<file path="src/rtl/serial_word_loader_pkg.sv">
// Shared types and limits for serial_word_loader.
//   swl_state_e   : FSM state encoding (2 bits).
//   SWL_MAX_WIDTH : largest supported word width.
package serial_word_loader_pkg;

  localparam int unsigned SWL_MAX_WIDTH = 16;

  typedef enum logic [1:0] {
    StIdle   = 2'b00,
    StShift  = 2'b01,
    StParity = 2'b10
  } swl_state_e;

endpackage

</file>
<file path="src/rtl/even_parity_chk.sv">
// Even-parity checker: the frame passes when the XOR of all word bits and the parity bit is 0.
// Ports:
//   word_i   [WIDTH-1:0] data word
//   parity_i             received parity bit
//   ok_o                 1 when the frame has even parity
module even_parity_chk #(
  parameter int unsigned WIDTH = 4
) (
  input  logic [WIDTH-1:0] word_i,
  input  logic             parity_i,
  output logic             ok_o
);

  assign ok_o = ~((^word_i) ^ parity_i);

endmodule

</file>
<file path="src/rtl/serial_word_loader.sv">
// Serial-to-parallel word loader. Assembles MSB-first qualified serial bits into a WIDTH-bit word
// and presents it on D with a one-cycle load strobe, so the downstream register only ever
// captures complete words.
// Ports:
//   clk        rising-edge clock
//   reset      asynchronous active-high reset
//   sin        serial data bit (MSB first)
//   sin_valid  qualifies sin; one bit consumed per cycle it is high
//   abort      synchronous discard of any partial word (wins over sin_valid)
//   D          last completed word (registered)
//   load       one-cycle strobe when D has just been updated
//   busy       high while a partial word is held
//   parity_err one-cycle strobe on a failing frame
// Build option: define SWL_PARITY_EN to append an even-parity bit to each frame; without it
// parity_err is tied to 0. The port list is the same either way.
module serial_word_loader
  import serial_word_loader_pkg::*;
#(
  parameter int unsigned WIDTH = 4
) (
  input  logic             clk,
  input  logic             reset,
  input  logic             sin,
  input  logic             sin_valid,
  input  logic             abort,
  output logic [WIDTH-1:0] D,
  output logic             load,
  output logic             busy,
  output logic             parity_err
);

  localparam int unsigned CntW = $clog2(WIDTH + 1);
  localparam logic [CntW-1:0] LastCnt = CntW'(WIDTH - 1);

  if (WIDTH < 2 || WIDTH > SWL_MAX_WIDTH) begin : gen_bad_width
    $error("serial_word_loader: WIDTH out of range 2..16");
  end

  swl_state_e       state_q;
  logic [CntW-1:0]  cnt_q;
  logic [WIDTH-1:0] shreg_q;
  logic [WIDTH-1:0] d_q;
  logic             load_q;
  logic [WIDTH-1:0] shift_next;

  assign shift_next = {shreg_q[WIDTH-2:0], sin};

`ifdef SWL_PARITY_EN
  logic parity_ok;
  logic perr_q;

  // shreg_q holds the completed word while waiting for the parity bit on sin.
  even_parity_chk #(
    .WIDTH(WIDTH)
  ) u_parity_chk (
    .word_i  (shreg_q),
    .parity_i(sin),
    .ok_o    (parity_ok)
  );

  assign parity_err = perr_q;
`else
  // The MSB of the shift register is only consumed by the parity path.
  logic unused_shreg_msb;
  assign unused_shreg_msb = shreg_q[WIDTH-1];
  assign parity_err = 1'b0;
`endif

  always_ff @(posedge clk or posedge reset) begin
    if (reset) begin
      state_q <= StIdle;
      cnt_q   <= '0;
      shreg_q <= '0;
      d_q     <= '0;
      load_q  <= 1'b0;
`ifdef SWL_PARITY_EN
      perr_q  <= 1'b0;
`endif
    end else begin
      // Strobes default low every cycle.
      load_q <= 1'b0;
`ifdef SWL_PARITY_EN
      perr_q <= 1'b0;
`endif
      if (abort) begin
        // Partial word dropped; D keeps its last value.
        state_q <= StIdle;
        cnt_q   <= '0;
      end else if (sin_valid) begin
        unique case (state_q)
          StIdle: begin
            shreg_q <= {{(WIDTH - 1){1'b0}}, sin};
            cnt_q   <= CntW'(1);
            state_q <= StShift;
          end
          StShift: begin
            shreg_q <= shift_next;
            if (cnt_q == LastCnt) begin
`ifdef SWL_PARITY_EN
              cnt_q   <= cnt_q + CntW'(1);
              state_q <= StParity;
`else
              d_q     <= shift_next;
              load_q  <= 1'b1;
              cnt_q   <= '0;
              state_q <= StIdle;
`endif
            end else begin
              cnt_q <= cnt_q + CntW'(1);
            end
          end
`ifdef SWL_PARITY_EN
          StParity: begin
            if (parity_ok) begin
              d_q    <= shreg_q;
              load_q <= 1'b1;
            end else begin
              perr_q <= 1'b1;
            end
            cnt_q   <= '0;
            state_q <= StIdle;
          end
`endif
          default: begin
            cnt_q   <= '0;
            state_q <= StIdle;
          end
        endcase
      end
    end
  end

  assign D    = d_q;
  assign load = load_q;
  assign busy = (state_q != StIdle);

endmodule
</file>
<file path="config.mk">
export PLATFORM = sky130hd
export DESIGN_NAME = serial_word_loader
export DESIGN_NICKNAME = d
export VERILOG_FILES = /design/src/rtl/serial_word_loader_pkg.sv /design/src/rtl/even_parity_chk.sv /design/src/rtl/serial_word_loader.sv
export SDC_FILE = /design/constraint.sdc
export NUM_CORES = 1
export LEC_CHECK = 0
export CAP_MARGIN = 20
export CORE_AREA = 10 10 47 49
export DETAILED_ROUTE_END_ITERATION = 8
export DIE_AREA = 0 0 57 59
export DONT_BUFFER_PORTS = 1
export PLACE_DENSITY = 0.56
export SLEW_MARGIN = 5
export SYNTH_ARGS = -nofsm -noshare
export SYNTH_HDL_FRONTEND = slang
export SYNTH_HIERARCHICAL = 1
export SYNTH_SLANG_ARGS = --single-unit
</file>
<file path="constraint.sdc">
create_clock -name clk -period 1.99 [get_ports clk]
set_clock_uncertainty 0.2 [all_clocks]
set_input_delay 0.4975 -clock clk [delete_from_list [all_inputs] [get_ports clk]]
set_output_delay 0.4975 -clock clk [all_outputs]
set_load 0.01 [all_outputs]
</file>
# Word-level counts from Yosys, hierarchy flattened
# Index checks and enable logic that the tools add are counted.
# W data, S select, Z words.
# word_totals
wordCells	30
ff_bits	13
in_bits	5
# classes
n_reduce_logical	7
n_addsub	1
n_mux	13
eq_ne	3
n_bitwise	1
# op_table
cell	count
$pmux W3 S2	2
$mux W3	3
$mux W2	3
$reduce_bool A2 Y1	3
$mux W1	4
$pmux W2 S2	1
$reduce_and A4 Y1	1
$add A3 B1 Y3 const B	1
$eq A3 B2 Y1 const B	1
$ne A3 B3 Y1 const B	1
$reduce_and A3 Y1	1
$eq A2 B1 Y1 const B	1
$logic_not A2 Y1	1
$reduce_and A2 Y1	1
$not A1 Y1	1

# Longest topological paths before layout
# Gate-level depths: netlist of the first run.
# logic_depth
ltp_word	5
ltp_mapped	4
depth_no_buf	4

# Worst setup path after synthesis of the first run
# Ideal clock, no wire load.
# synth_timing
kind	reg-to-reg
from	reg cnt_q[0]
to	reg d_q[0], in the netlist D[0]
slack_ns	0.538
n_path_buf	0
synth_period_minus_slack_ns	1.452
path_stages_with_launch	5
t_required_ns	1.662
arrival_ns	1.125
setup_ns	0.128
path_cell_list	dfrtp_1 -> ha_1 -> nand4b_1 -> nor2_4 -> mux2_1
# synth_between
elab_chain_len	2
# synth_lines
item	line	text
start, declared	serial_word_loader.sv:40	logic [CntW-1:0] cnt_q;
start signal, assigned	serial_word_loader.sv:93	cnt_q <= CntW'(1);
start signal, assigned	serial_word_loader.sv:109	cnt_q <= cnt_q + CntW'(1);
$eq A3 B2 Y1	serial_word_loader.sv:98	if (cnt_q == LastCnt) begin
$reduce_and A4 Y1 (no line)	--	
end signal, assigned	serial_word_loader.sv:103	d_q <= shift_next;
end, declared	serial_word_loader.sv:42	logic [WIDTH-1:0] d_q;
# Every way passes these cells.
# A chain may end at the register's enable or synchronous reset.

# Worst setup path after layout of the first run
# layout_timing
from	reg state_q[0]
to	reg d_q[0], in the netlist D[0]
# layout_between
elab_chain_len	2
# layout_lines
item	line	text
start, declared	serial_word_loader.sv:39	swl_state_e state_q;
start signal, assigned	serial_word_loader.sv:71	state_q <= StIdle;
start signal, assigned	serial_word_loader.sv:87	state_q <= StIdle;
start signal, assigned	serial_word_loader.sv:94	state_q <= StShift;
$eq A2 B1 Y1	serial_word_loader.sv:90	unique case (state_q)
$reduce_and A4 Y1 (no line)	--	
# Every way passes these cells.

==> results.sh, run 1 <==
export IMPL_yosysSeqAreaShare_pct=61.1
export IMPL_grt_pass1_wl_um=1520
export IMPL_vias_per_cell=4.97
export IMPL_grt_max_degree=13
export IMPL_drt_initial_drc_count=1
export IMPL_worstPathRequired_ns=1.94
export IMPL_synth_area_leaders="dfrtp_1 61%, mux2_1 9.2%, o21ai_0 4.1%"
export IMPL_postCtsSetupRepairBufs=0
export IMPL_io_buffers=0
export IMPL_synth_seq_cells=12
export IMPL_p_seq_share_pct=61.7
export IMPL_p_per_area_nw_per_um2=808
export IMPL_dr_pass1_iters=4
export IMPL_synth_top_area_share_pct=61.1
export IMPL_final_hold_violation_count=0
export IMPL_maxCapViolations=0
export IMPL_synthTopCellsByCount="12 x dfrtp_1, 4 x mux2_1, 4 x nand2_1, 4 x o21ai_0"
export IMPL_start_util_pct=35.1
export IMPL_synth_area_per_cell_um2=12.3
export IMPL_grt_setup_unrepaired="false"
export IMPL_period_needed_ns=1.56
export IMPL_endpoint_kind="flop"
export IMPL_crit_type="flop to flop"
export IMPL_grt_overflow=0
export IMPL_cp_start_kind="flop"
export IMPL_drt_total_wl_um=882
export IMPL_setup_tns_ns=0
export IMPL_root_buffer="clkbuf_4"
export IMPL_synth_warnings=6
export IMPL_track_usage_pct=5.89
export IMPL_grt_pass1_vias=329
export IMPL_combPwrFrac_pct=5.7
export IMPL_cts_htree_levels=1
export IMPL_dp_hpwl_um=660
export IMPL_p_int_uw=337
export IMPL_swShare_pct=22.3
export IMPL_fmax_mhz=640
export IMPL_vias=293
export IMPL_netlist_instances=40
export IMPL_area_growth_pct=9.16
export IMPL_cts_sinks=12
export IMPL_fp_dieH_um=59
export IMPL_cts_resized=0
export IMPL_drive_gt1_share_pct=11.6
export IMPL_gp_congestion=0.734
export IMPL_clkPwrFrac_pct=32.6
export IMPL_synthArstFlopShare_pct=100
export IMPL_timing_final_ws_setup_ns=0.428
export IMPL_min_period_over_period_pct=78.5
export IMPL_ir_drop_mv=0.257
export IMPL_synth_main_ff_cell="dfrtp_1"
export IMPL_nets=51
export IMPL_postRouteAntennaNets=0
export IMPL_hold_path_class="primary input to flop"
export IMPL_syn_nets=46
export IMPL_synth_cell_type_count=18
export IMPL_p_sw_uw=96.7
export IMPL_cp_slowest_stage_delay_ns=0.51
export IMPL_drcViolationCount=0
export IMPL_cts_path_max_buffers=2
export IMPL_arrival_ns=1.51
export IMPL_postCtsHoldBufs=1
export IMPL_die_width_um=57
export IMPL_antenna_found_initial=0
export IMPL_finalSetupViolations=0
export IMPL_synth_top_cell_by_area="dfrtp_1"
export IMPL_synth_most_common_cell="dfrtp_1"
export IMPL_slowest_stage="dfrtp_1"
export IMPL_status="finished clean"
export IMPL_crit_chain="nand4b_1 > nor2_4 > mux2_1"
export IMPL_die_area_um2=3360
export IMPL_wl_per_cell_um=14.9
export IMPL_synth_edf_count=0
export IMPL_cts_tree="built"
export IMPL_cts_buffers=3
export IMPL_ff2ff_path_depth=3
export IMPL_leakage_nw=0.264
export IMPL_holdPathStages=1
export IMPL_io_pins=12
export IMPL_cts_clk_slew_worst_paths_ns=0.07
export IMPL_clk_latency_ns=0.26
export IMPL_syn_cell_area_um2=492
export IMPL_placementRows=14
export IMPL_path_max_fanout=8
export IMPL_core_area_um2=1400
export IMPL_maxSlewViolCount=0
export IMPL_num_antenna_cells=0
export IMPL_pre_cts_slack_ns=0.419
-- layout make-up --
cell class,count,area [µm²]
fillers,141,865
inverters,2,7.51
well taps,16,20.0
clock buffers,3,22.5
flip-flops and latches,12,300
multi-input cells,25,176
repair buffers,1,10.0
-- placed cells by master, fill, tap and decap left out --
cell type	synthesis	final
o21bai_1	1	1
o21ai_0	4	4
mux2_1	4	4
nor2_4	1	1
nand2b_1	2	2
nand4b_1	1	1
a31oi_1	1	1
nand3_1	1	1
dlygate4sd3_1	0	1
dfrtp_1	12	12
nand2_1	4	4
ha_1	1	1
clkbuf_4	0	3
a21oi_1	1	1
mux2_2	1	1
and3b_1	1	1
inv_1	2	2
conb_1	1	1
nor2_1	1	1
-- sequential cells by signal, summed over array words and instances (netlist names) --
signal and cells:
shreg_q 3, load 1, cnt_q 3, state_q 1
D 4
-- layer usage --
layer,track usage [%],share of wire (%),vias up
met4,4.03,2.2,0
met2,9.30,51,9
li1,-,-,142
met5,0,0,-
met1,5.49,39,139
met3,3.86,7.6,3
-- power groups by stage --
stage	clock [mW]	combinational, mW	sequential (mW)
2_1_floorplan	0	0.0208	0.269
3_3_place_gp	0	0.0218	0.272
3_5_place_dp	0	0.0231	0.272
4_1_cts	0.146	0.0255	0.268
5_1_grt	0.160	0.0299	0.269
6_report	0.141	0.0248	0.268
-- per-stage QoR --
stage / instances / cell area [µm²] / power (mW) / hold WS, ns / utilization (%)
after detailed placement: 55 / 504 / 0.296 / 0.215 / 36.0
final: 59 / 537 / 0.434 / 0.0866 / 38.3
after global routing: 59 / 537 / 0.459 / 0.0733 / 38.3
after floorplan: 40 / 492 / 0.290 / 0.162 / -
after CTS: 59 / 537 / 0.439 / 0.0856 / 38.3
after global placement: 55 / 504 / 0.294 / 0.198 / 36.0
-- critical path: cells and delay by family, from the launching register on --
| kind | cells | cell delay, ns |
|---|---|---|
| flip-flops | 1 | 0.51 |
| multiplexers | 1 | 0.34 |
| AND/OR/NAND/NOR | 2 | 0.40 |
-- cells by family after synthesis --
group | Yosys count | share of synthesized area [%]
DFF | 12 | 61.1
and+or+nand+nor | 11 | 13.2
AOI/OAI and AO/OA | 7 | 7.89
muxes | 5 | 11.4
buffers and inverters | 3 | 3.05
adders and majority gates | 1 | 2.54
other | 1 | 0.763
-- final timing paths --
kind	to	slack, ns	startpoint
max	D[0]	0.43	state_q[0]
min reg2reg	cnt_q[0]	0.30	cnt_q[0]
min in group asynchronous	D[3]	0.47	reset
max in group asynchronous	cnt_q[1]	0.82	reset
max reg2reg	D[0]	0.43	state_q[0]
min	cnt_q[1]	0.09	abort
Power figures use the tool's default switching activity.
==> run 2, diff against run 1 <==
==> constraint.sdc (replaced) <==
create_clock -name clk -period 1.5 [get_ports clk]
set_clock_uncertainty 0.2 [all_clocks]
set_input_delay 0.375 -clock clk [delete_from_list [all_inputs] [get_ports clk]]
set_output_delay 0.375 -clock clk [all_outputs]
set_load 0.01 [all_outputs]
==> run 2 against run 1 <==
Compared with the run above:
- the flow now finishes with violations (negative setup slack)
- clock power is 84% higher
- via count increased by 14%
- first-iteration DRC count rose to 12 times the previous value
- core utilization grew 5.6 points
- wire length is 24% higher
- cell area rose by 15%
- cell count up 15%
- fmax is 1.2% lower
- critical path depth increased by 1
- sequential power rose by 31%
- largest cell class unchanged
==> results.sh, run 2 (synthesis gave the netlist of run 1 again) <==
export IMPL_cts_resized=0
export IMPL_slowest_stage="dfrtp_1"
export IMPL_nets=59
export IMPL_num_fill_cells=135
export IMPL_io_buffers=0
export IMPL_drcViolationCount=0
export IMPL_cts_sinks=12
export IMPL_ir_drop_mv=0.464
export IMPL_rr_startpoint="cnt_q[0]"
export IMPL_status="complete, but fails checks"
export IMPL_fmax_mhz=633
export IMPL_gp_congestion=0.672
export IMPL_start_util_pct=35.1
export IMPL_timing_rr_end="D[3]"
export IMPL_largest_reg_flops=4
export IMPL_maxCapViolations=0
export IMPL_track_usage_pct=6.68
export IMPL_cts_tree="built"
export IMPL_min_period_over_period_pct=105
export IMPL_cts_clk_slew_worst_paths_ns=0.08
export IMPL_startpoint="cnt_q[0]"
export IMPL_final_hold_violation_count=0
export IMPL_leakage_nw=0.309
export IMPL_vias=335
export IMPL_io_pins=12
export IMPL_hold_path_class="primary input to flop"
export IMPL_num_antenna_cells=0
export IMPL_cts_buffers=3
export IMPL_area_growth_pct=25.2
export IMPL_crit_chain="ha_1 > nand4b_1 > nor2_4 > mux2_1"
export IMPL_cts_path_max_buffers=2
export IMPL_finalSetupViolations=4
export IMPL_grt_overflow=0
export IMPL_final_common_cell="dfrtp_1"
export IMPL_clk_latency_ns=0.27
export IMPL_r2r_slack_ns=-0.08
export IMPL_p_per_area_nw_per_um2=1080
export IMPL_cts_htree_levels=1
export IMPL_wl_per_cell_um=16.0
export IMPL_placementRows=14
export IMPL_path_max_fanout=5
export IMPL_hold_end="D[0]"
export IMPL_die_width_um=57
export IMPL_grt_pass1_wl_um=1720
export IMPL_grt_setup_unrepaired="true"
export IMPL_endpoint_kind="flop"
export IMPL_setup_tns_ns=-0.310
export IMPL_die_area_um2=3360
export IMPL_min_from="sin"
export IMPL_dr_pass1_iters=4
export IMPL_postRouteAntennaNets=0
export IMPL_root_buffer="clkbuf_4"
export IMPL_core_area_um2=1400
export IMPL_fp_dieH_um=59
export IMPL_pre_cts_slack_ns=-0.0459
export IMPL_holdPathStages=1
export IMPL_mostFrequentLayoutCells="12 x dfrtp_1, 6 x buf_4, 4 x mux2_1, 4 x o21ai_0, 4 x nand2_1"
export IMPL_timing_final_ws_setup_ns=-0.0802
export IMPL_grt_max_degree=13
export IMPL_drt_total_wl_um=1090
export IMPL_vias_per_cell=4.93
export IMPL_maxSlewViolCount=0
export IMPL_violations="negative setup slack"
export IMPL_ff2ff_path_depth=4
export IMPL_cp_slowest_stage_delay_ns=0.37
export IMPL_drt_initial_drc_count=12
export IMPL_worstPathRequired_ns=1.46
export IMPL_antenna_found_initial=0
export IMPL_whs_ns=0.0381
export IMPL_cp_start_kind="flop"
export IMPL_drive_gt1_share_pct=23.1
export IMPL_period_needed_ns=1.58
export IMPL_arrival_ns=1.54
export IMPL_dp_hpwl_um=768
export IMPL_grt_pass1_vias=370
export IMPL_crit_type="flop to flop"
==> run 2: power by group <==
part / internal, mW / total (mW) / switching (mW)
combinational: 0.0288 / 0.0561 / 0.0273
sequential: 0.339 / 0.350 / 0.0114
clock: 0.148 / 0.259 / 0.111
==> run 2: worst max-delay path: cells and delay by family, from the launching register on <==
family	cells	cell delay (ns)
DFF	1	0.37
adders and majority gates	1	0.18
and+or+nand+nor	2	0.37
muxes	1	0.35
==> run 2: worst max-delay path by stage <==
| stage | endpoint | slack [ns] |
|---|---|---|
| floorplan | D[0] | 0.05 |
| CTS | D[2] | -0.05 |
| global placement | D[0] | 0.002 |
| global route | D[2] | -0.14 |
| finish | D[3] | -0.08 |
| detailed placement | D[2] | -0.05 |
==> run 2: layout make-up <==
type	count	area (µm²)	area share (%)
clock buffers	4	36.3	5.89
inverters	2	7.51	1.22
multi-input cells	25	176	28.7
flip-flops and latches	12	300	48.8
well taps	16	20.0	3.25
repair buffers	9	75.1	12.2
==> run 2: timing repair <==
action,CTS,global route
endpoints found under the setup margin,4,4
buffers inserted,2,2
endpoints found under the hold margin,16,3
hold buffers,2,1
==> run 2: metal layers <==
layer | part of all wire (%) | wire (µm) | GRT usage [%] | vias up
met4 | 2.1 | 23 | 4.03 | 0
met2 | 54 | 590 | 12.1 | 11
met5 | 0 | 0 | 0 | -
met1 | 36 | 391 | 5.73 | 164
met3 | 7.9 | 86 | 3.43 | 4
li1 | - | - | - | 156
==> run 2: through the flow <==
| stage | power, mW | cells | utilization [%] | area [µm²] |
|---|---|---|---|---|
| finish | 0.665 | 68 | 43.9 | 616 |
| global route | 0.695 | 68 | 43.9 | 616 |
| CTS | 0.664 | 65 | 42.1 | 591 |
| detailed placement | 0.398 | 57 | 37.1 | 519 |
| global placement | 0.394 | 57 | 37.1 | 519 |
| floorplan | 0.384 | 40 | - | 492 |
==> run 3, diff against run 2 <==
--- a/config.mk
+++ b/config.mk
@@ -6,9 +6,9 @@
 export NUM_CORES = 1
 export LEC_CHECK = 0
 export CAP_MARGIN = 20
-export CORE_AREA = 10 10 47 49
+export CORE_AREA = 2 2 39 41
 export DETAILED_ROUTE_END_ITERATION = 8
-export DIE_AREA = 0 0 57 59
+export DIE_AREA = 0 0 41 43
 export DONT_BUFFER_PORTS = 1
 export PLACE_DENSITY = 0.56
 export SLEW_MARGIN = 5
==> run 3 against run 2 <==
Compared with the run above:
- the flow still finishes with violations (negative setup slack)
- combinational power down 4.6%
- via count down 1.2%
- power down 0.27%
- first-iteration DRC count down 17%
- clock power about the same
- register-to-register slack about the same
- highest routed layer unchanged
- largest power group unchanged
- global-route usage up 6.1 points
- worst setup slack better by 0.013 ns
- largest cell class unchanged
- sequential power about the same
- non-clock buffer count unchanged
==> results.sh, run 3 (synthesis gave the netlist of run 1 again) <==
export IMPL_cts_clk_slew_worst_paths_ns=0.08
export IMPL_track_usage_pct=12.7
export IMPL_cts_sinks=12
export IMPL_maxSlewViolCount=0
export IMPL_cts_tree="built"
export IMPL_largest_reg_flops=4
export IMPL_io_buffers=0
export IMPL_slowest_stage="dfrtp_1"
export IMPL_vias_per_cell=4.87
export IMPL_mostFrequentLayoutCells="12 x dfrtp_1, 6 x buf_4, 4 x mux2_1, 4 x o21ai_0, 4 x nand2_1"
export IMPL_fin_total_pwr_uw=663
export IMPL_cts_htree_levels=1
export IMPL_timing_final_ws_setup_ns=-0.0673
export IMPL_p_per_area_nw_per_um2=1070
export IMPL_grt_pass1_vias=350
export IMPL_drive_gt1_share_pct=25.0
export IMPL_clk_latency_ns=0.27
export IMPL_worstPathRequired_ns=1.46
export IMPL_dr_pass1_iters=4
export IMPL_path_max_fanout=5
export IMPL_drt_initial_drc_count=10
export IMPL_start_util_pct=35.5
export IMPL_root_buffer="clkbuf_4"
export IMPL_endpoint_kind="flop"
export IMPL_arrival_ns=1.52
export IMPL_drt_met1_wl_um=348
export IMPL_dp_hpwl_um=621
export IMPL_ir_drop_mv=0.462
export IMPL_fp_dieH_um=43
export IMPL_vias=331
export IMPL_num_fill_cells=121
export IMPL_final_common_cell="dfrtp_1"
export IMPL_min_period_over_period_pct=104
export IMPL_nets=59
export IMPL_cts_buffers=3
export IMPL_drt_total_wl_um=886
export IMPL_antenna_found_initial=0
export IMPL_final_hold_violation_count=0
export IMPL_wl_per_cell_um=13.0
export IMPL_violations="negative setup slack"
export IMPL_wl_met3_um=69
export IMPL_cts_path_max_buffers=2
export IMPL_multi_input_area_um2=179
export IMPL_die_area_um2=1760
export IMPL_cp_start_kind="flop"
export IMPL_grt_overflow=0
export IMPL_whs_ns=0.0357
export IMPL_status="complete, but fails checks"
export IMPL_gp_congestion=0.733
export IMPL_area_sequential_um2=300
export IMPL_postRouteAntennaNets=0
export IMPL_wl_met2_um=449
export IMPL_crit_buf_inv=0
export IMPL_fmax_mhz=638
export IMPL_grt_setup_unrepaired="true"
export IMPL_io_pins=12
export IMPL_pre_cts_slack_ns=-0.0779
export IMPL_critPathTopFamily="flip-flops"
export IMPL_num_antenna_cells=0
export IMPL_drcViolationCount=0
export IMPL_crit_type="flop to flop"
export IMPL_finalSetupViolations=4
export IMPL_die_width_um=41
export IMPL_area_growth_pct=25.7
export IMPL_top_layer="met4"
export IMPL_grt_max_degree=13
export IMPL_crit_chain="ha_2 > nand4b_1 > nor2_4 > mux2_1"
export IMPL_cp_slowest_stage_delay_ns=0.36
export IMPL_fin_util_pct=44.7
export IMPL_maxCapViolations=0
export IMPL_period_needed_ns=1.57
export IMPL_core_area_um2=1380
export IMPL_grt_pass1_wl_um=1440
export IMPL_leakage_nw=0.307
export IMPL_placementRows=14
export IMPL_hold_path_class="primary input to flop"
[run 3: final timing paths]
path | start | endpoint | slack, ns | cells after the start
worst max-delay path | cnt_q[1] | D[2] | -0.07 | 4
worst min-delay path | sin | D[0] | 0.04 | 1
worst max register to register | cnt_q[1] | D[2] | -0.07 | 4
worst min register to register | shreg_q[2] | shreg_q[2] | 0.29 | 2
max in group asynchronous | reset | cnt_q[2] | 0.45 | 2
min in group asynchronous | reset | D[3] | 0.34 | 2
[run 3: area by class of cell]
type / count / area share [%]
Multi-Input combinational cell: 25 / 28.9
Timing Repair Buffer: 9 / 12.1
Clock buffer: 4 / 5.87
Sequential cell: 12 / 48.6
Inverter: 2 / 1.21
Tap cell: 16 / 3.24
[run 3: power by group]
| group | switching (mW) | total [mW] | internal [mW] |
|---|---|---|---|
| Clock | 0.113 | 0.261 | 0.148 |
| Combinational | 0.0261 | 0.0535 | 0.0274 |
| Sequential | 0.0105 | 0.349 | 0.339 |
[run 3: stage by stage]
stage | instances | setup TNS [ns] | instance area, µm²
floorplan | 40 | 0 | 492
global placement | 57 | 0 | 519
detailed placement | 57 | -0.289 | 519
CTS | 65 | -0.182 | 591
global route | 68 | -0.463 | 618
finish | 68 | -0.239 | 618
[run 3: metal layers]
layer	GRT usage, %	up-vias
met5	0	-
met4	6.00	0
met3	7.33	2
met2	18.1	16
met1	14.8	155
li1	-	158
[run 3: timing repair]
action                                 in CTS  in global routing
endpoints found under the hold margin      16                  3
gates resized for setup                     0                  1
setup endpoints to repair                   4                  4
hold buffers                                2                  1
buffers inserted                            2                  2
